### config.mk
export PLATFORM = sky130hd
export DESIGN_NAME = wb_regfile
export DESIGN_NICKNAME = d
export VERILOG_FILES = /design/src/rtl/mips_pkg.sv /design/src/rtl/regfile_bypass_port.sv /design/src/rtl/wb_regfile.sv
export SDC_FILE = /design/constraint.sdc
export NUM_CORES = 2
export LEC_CHECK = 0
export ABC_AREA = 1
export CAP_MARGIN = 20
export CELL_PAD_IN_SITES_DETAIL_PLACEMENT = 0
export CELL_PAD_IN_SITES_GLOBAL_PLACEMENT = 1
export CORE_UTILIZATION = 40
export DETAILED_ROUTE_END_ITERATION = 8
export HOLD_SLACK_MARGIN = 0.15
export PLACE_DENSITY = 0.8
export SYNTH_ARGS = -nofsm -noshare
export SYNTH_HDL_FRONTEND = slang
export SYNTH_SLANG_ARGS = --single-unit
### constraint.sdc
create_clock -name clk -period 2.35 [get_ports clk]
set_clock_uncertainty 0.2 [all_clocks]
set_input_delay 0.47 -clock clk [delete_from_list [all_inputs] [get_ports clk]]
set_output_delay 0.47 -clock clk [all_outputs]
set_load 0.02 [all_outputs]
### src/rtl/mips_pkg.sv
// Shared MIPS pipeline constants: write-back source codes and architected register indices.
package mips_pkg;

  localparam logic [1:0] MEMTOREG_ALU  = 2'b00;
  localparam logic [1:0] MEMTOREG_MEM  = 2'b01;
  localparam logic [1:0] MEMTOREG_LINK = 2'b10;

  localparam logic [4:0] REG_ZERO = 5'd0;
  localparam logic [4:0] REG_GP   = 5'd28;
  localparam logic [4:0] REG_SP   = 5'd29;
  localparam logic [4:0] REG_RA   = 5'd31;

endpackage

### src/rtl/regfile_bypass_port.sv
// One register-file read port: r0 forced to zero, same-cycle bypass of the retiring WB value.
module regfile_bypass_port
  import mips_pkg::*;
(
  input  logic [4:0]  addr_i,
  input  logic [31:0] stored_i,
  input  logic        wb_en_i,
  input  logic [4:0]  wb_idx_i,
  input  logic [31:0] wb_data_i,
  output logic [31:0] data_o
);

  always_comb begin
    data_o = stored_i;
    if (addr_i == REG_ZERO)
      data_o = '0;
    else if (wb_en_i && (addr_i == wb_idx_i))
      data_o = wb_data_i;
  end

endmodule

### src/rtl/wb_regfile.sv
// MIPS write-back stage: source select, 32x32 register file commit, retire counter, two bypassed read ports.
module wb_regfile
  import mips_pkg::*;
#(
  parameter logic [31:0] SP_INIT = 32'h0000_0000,
  parameter logic [31:0] GP_INIT = 32'h0000_0000
) (
  input  logic        clk,
  input  logic        reset,
  input  logic        iRegWr,
  input  logic [1:0]  iMemToReg,
  input  logic [31:0] iALUResult,
  input  logic [31:0] iReadData,
  input  logic [31:0] iNextPC,
  input  logic [4:0]  iRegDst,
  input  logic [4:0]  iRsAddr,
  input  logic [4:0]  iRtAddr,
  output logic [31:0] oRsData,
  output logic [31:0] oRtData,
  output logic [31:0] oWbData,
  output logic        oWbEn,
  output logic [31:0] oRetireCnt
);

  logic [31:0] regs_q [32];
  logic [31:0] retire_cnt_q;

  // Reserved code 2'b11 falls back to the ALU result silently.
  always_comb begin
    unique case (iMemToReg)
      MEMTOREG_MEM:  oWbData = iReadData;
      MEMTOREG_LINK: oWbData = iNextPC;
      default:       oWbData = iALUResult;
    endcase
  end

  assign oWbEn = iRegWr && (iRegDst != REG_ZERO);

  always_ff @(posedge clk or negedge reset) begin
    if (!reset) begin
      for (int i = 0; i < 32; i++) regs_q[i] <= '0;
      regs_q[REG_GP] <= GP_INIT;
      regs_q[REG_SP] <= SP_INIT;
      retire_cnt_q   <= '0;
    end else if (oWbEn) begin
      regs_q[iRegDst] <= oWbData;
      retire_cnt_q    <= retire_cnt_q + 32'd1;
    end
  end

  assign oRetireCnt = retire_cnt_q;

  regfile_bypass_port u_rs_port (
    .addr_i    (iRsAddr),
    .stored_i  (regs_q[iRsAddr]),
    .wb_en_i   (oWbEn),
    .wb_idx_i  (iRegDst),
    .wb_data_i (oWbData),
    .data_o    (oRsData)
  );

  regfile_bypass_port u_rt_port (
    .addr_i    (iRtAddr),
    .stored_i  (regs_q[iRtAddr]),
    .wb_en_i   (oWbEn),
    .wb_idx_i  (iRegDst),
    .wb_data_i (oWbData),
    .data_o    (oRtData)
  );

endmodule

==> metrics.yaml <==
cp.buffers_inverters: 5
fillers: 13127
violations: "negative setup slack"
final.setup.worst_slack_ns: -0.617
yosys.area_share.simple: 0.208
die_height_um: 389
area_growth_pct: 40.2
cp.arrival_ns: 2.30
synth_compound_area_frac: 0.239
path_clk_slew_ns: 0.06
crit_top_cell: "nand2_1"
grt_max_degree: 90
intPower_mw: 42.3
final.setup.tns_ns: -34.36
report.final.hold_viol_count: 0
io_buffers: 244
ir_drop_v: 0.000557
synthDistinctLibCells: 34
initial_core_util: 0.404
vias_per_cell: 5.91
wire_per_inst_um: 25.2
slew_headroom: 0.633
netlist_top_cells_area: "dfrtp_1, nand2_1, o21ai_0"
swShare: 0.336
fmaxAchievable_mhz: 337
final_cell_mix: "nand2_1, dfrtp_1, o21ai_0, buf_4, nand3_1"
synth_top_family_by_area: "compound AO/OA/AOI/OAI gates"
hpwl_um: 176000
setup_violations: 96
cpPeakStageDelay_ns: 0.28
final_util: 0.566
required_ns: 1.68
setup.worst_path.end_class: "primary output"
dieArea_mm2: 0.151
worstMarginPinSlew_ns: 0.550
slew_viol_final: 0
clock_latency_ns: 0.74
ys_warn_count: 0
drt_iter0_drc: 8559
cts_tree: "done"
synth_top_area_cell: "dfrtp_1"
syn_nets: 8259
switchingPower_mw: 21.4
p_seq_frac: 0.384
num_io_pins: 245
antenna_found_initial: 9
p_leak_nw: 37.4
first_pass_iters: 8
hp-class: "flop to flop"
place.gp.congestion: 0.939
synthCells: 8140
dpl.cell_count: 10564
pwr-share-clk: 0.310
die_w_um: 389
crit_chain: "buf_16 > inv_8 > buf_16 > buf_12 > nand3_1 > nand3_1 > nand2_1 > nand2_1 > nand2_1 > nand2_2 > nand2_2 > a21oi_4 > buf_6"
fin_area_mm2: 0.0838
status: "finished, violations left"
yosysSeqAreaShare: 0.442
postSynthAreaPerCell_um2: 7.35
pwr-share-comb: 0.306
grt_first_pass_wirelength_um: 403000
crit_type: "input port to primary output"
placed_area_mm2: 0.0734
routed_wl_um: 277000
cpLargestDelayFamily: "buffers and inverters"
synthAdderAreaFrac: 0.000628
p_per_area_mw_per_mm2: 760
vias: 64881
worstPathMaxFanout: 33
drv_cap: 0
period_minus_slack_ns: 2.97
startpoint_type: "input port"
synthMuxAreaShare: 0
grt-ovfl-total: 0
period_share: 1.26
nNetsFinal: 9067
root_buffer: "clkbuf_16"
track_usage: 0.356
ys_ff_latch: 1056
cts_made_buffers: 119
htree_levels: 3
mostFrequentLayoutCell: "nand2_1"
cts.path.max_buffers: 3
synth_xor_xnor_area_share: 0.00498
grt_pass1_vias: 61048
core_mm2: 0.148
yosys.area.top_type_share: 0.442
ant_nets: 0
cts_sinks: 1056
rows: 141
drc_errors: 0
netlist_area_mm2: 0.0598
drive_above_1_share: 0.257
fin_cells: 10979
rsz0062_at_grt: "true"
slowest_stage: "a21oi_4"
[layer usage]
metal,GRT usage,vias up,share of wire,wire (um)
met5,0,-,0.00022,61
li1,-,29007,-,-
met2,0.530,4030,0.43,118000
met4,0.162,10,0.050,13700
met1,0.487,31022,0.40,110000
met3,0.0855,812,0.12,34400
[cell usage after synthesis (all sizes together)]
master     n
nor3b      1
inv      746
dfrtp   1056
clkbuf   395
o211ai   528
nand2   1717
a22o      32
buf      385
xnor2     14
nand3    889
nor3      21
a211oi     1
ha         3
xor2      20
nor2     310
o21ai   1354
nand3b     1
nor4       2
or2        6
a21oi    650
nand4      6
clkinv     3
[layout make-up]
cell class	instances	area, um^2	area share
sequential	1056	26400	0.315
inverter	749	2900	0.0345
tap	1930	2410	0.0288
multi-input combinational	5555	30900	0.369
antenna	2	5.00	0.0000597
timing repair buffer	1467	17200	0.205
clock buffer	175	3450	0.0411
clock inverter	45	584	0.00697
[registers in the layout (all words and copies together) (netlist names)]
register and flops:
regs_q 1024, oRetireCnt 32
[cell families (layout without fill, tap and decap cells)]
| kind of cell | count (synthesis) | count (layout) |
|---|---|---|
| other | 0 | 2 |
| adder cells (fa/ha/maj) | 3 | 3 |
| AND/OR/NAND/NOR | 2953 | 2953 |
| XOR/XNOR | 34 | 34 |
| flip-flops | 1056 | 1056 |
| AO/OA/AOI/OAI | 2565 | 2565 |
| buffers and inverters | 1529 | 2436 |
[repair_timing]
item / 4_1_cts / 5_1_grt
buffers inserted: 136 / 61
resized for setup: 1139 / 605
hold endpoints to repair: 911 / 0
setup endpoints to repair: 280 / 98
pin swaps: 261 / 329
gates cloned: 30 / 16
hold buffers: 2 / 0
[worst paths after layout]
kind	startpoint	to	slack (ns)	cells after the start
min	regs_q[1022]$_DFFE_PN0P_	regs_q[1022]$_DFFE_PN0P_	0.18	0
min reg2reg	regs_q[1022]$_DFFE_PN0P_	regs_q[1022]$_DFFE_PN0P_	0.18	0
max	iRtAddr[1]	oRtData[0]	-0.62	13
max in group asynchronous	reset	regs_q[976]$_DFFE_PN0P_	1.04	4
min in group asynchronous	reset	regs_q[840]$_DFFE_PN0P_	0.28	3
max reg2reg	regs_q[310]$_DFFE_PN0P_	regs_q[310]$_DFFE_PN0P_	0.12	14
[worst register-to-register path: cells and delay by family, from the launching register on]
| family | cells | cell delay, ns |
|---|---|---|
| DFF | 1 | 0.38 |
| buffers and inverters | 13 | 1.49 |
| AOI/OAI and AO/OA | 1 | 0.09 |
[per-stage QoR]
step	worst slack [ns]	power, mW	hold slack, ns
after floorplan	-0.0450	33.6	-0.0256
after global placement	-1.44	40.9	0.168
after detailed placement	-1.47	41.4	0.172
after CTS	-0.631	62.6	0.186
after global routing	-0.645	66.7	0.213
final	-0.617	63.7	0.185
[power groups by stage]
stage                     combinational [mW]  clock (mW)  sequential (mW)
after global routing                    21.2        20.6             24.9
after detailed placement                16.8           0             24.5
after CTS                               18.5        19.9             24.3
after floorplan                         9.49           0             24.1
final                                   19.5        19.7             24.5
after global placement                  16.5           0             24.4
No activity file was read; power rests on OpenSTA's default activity.
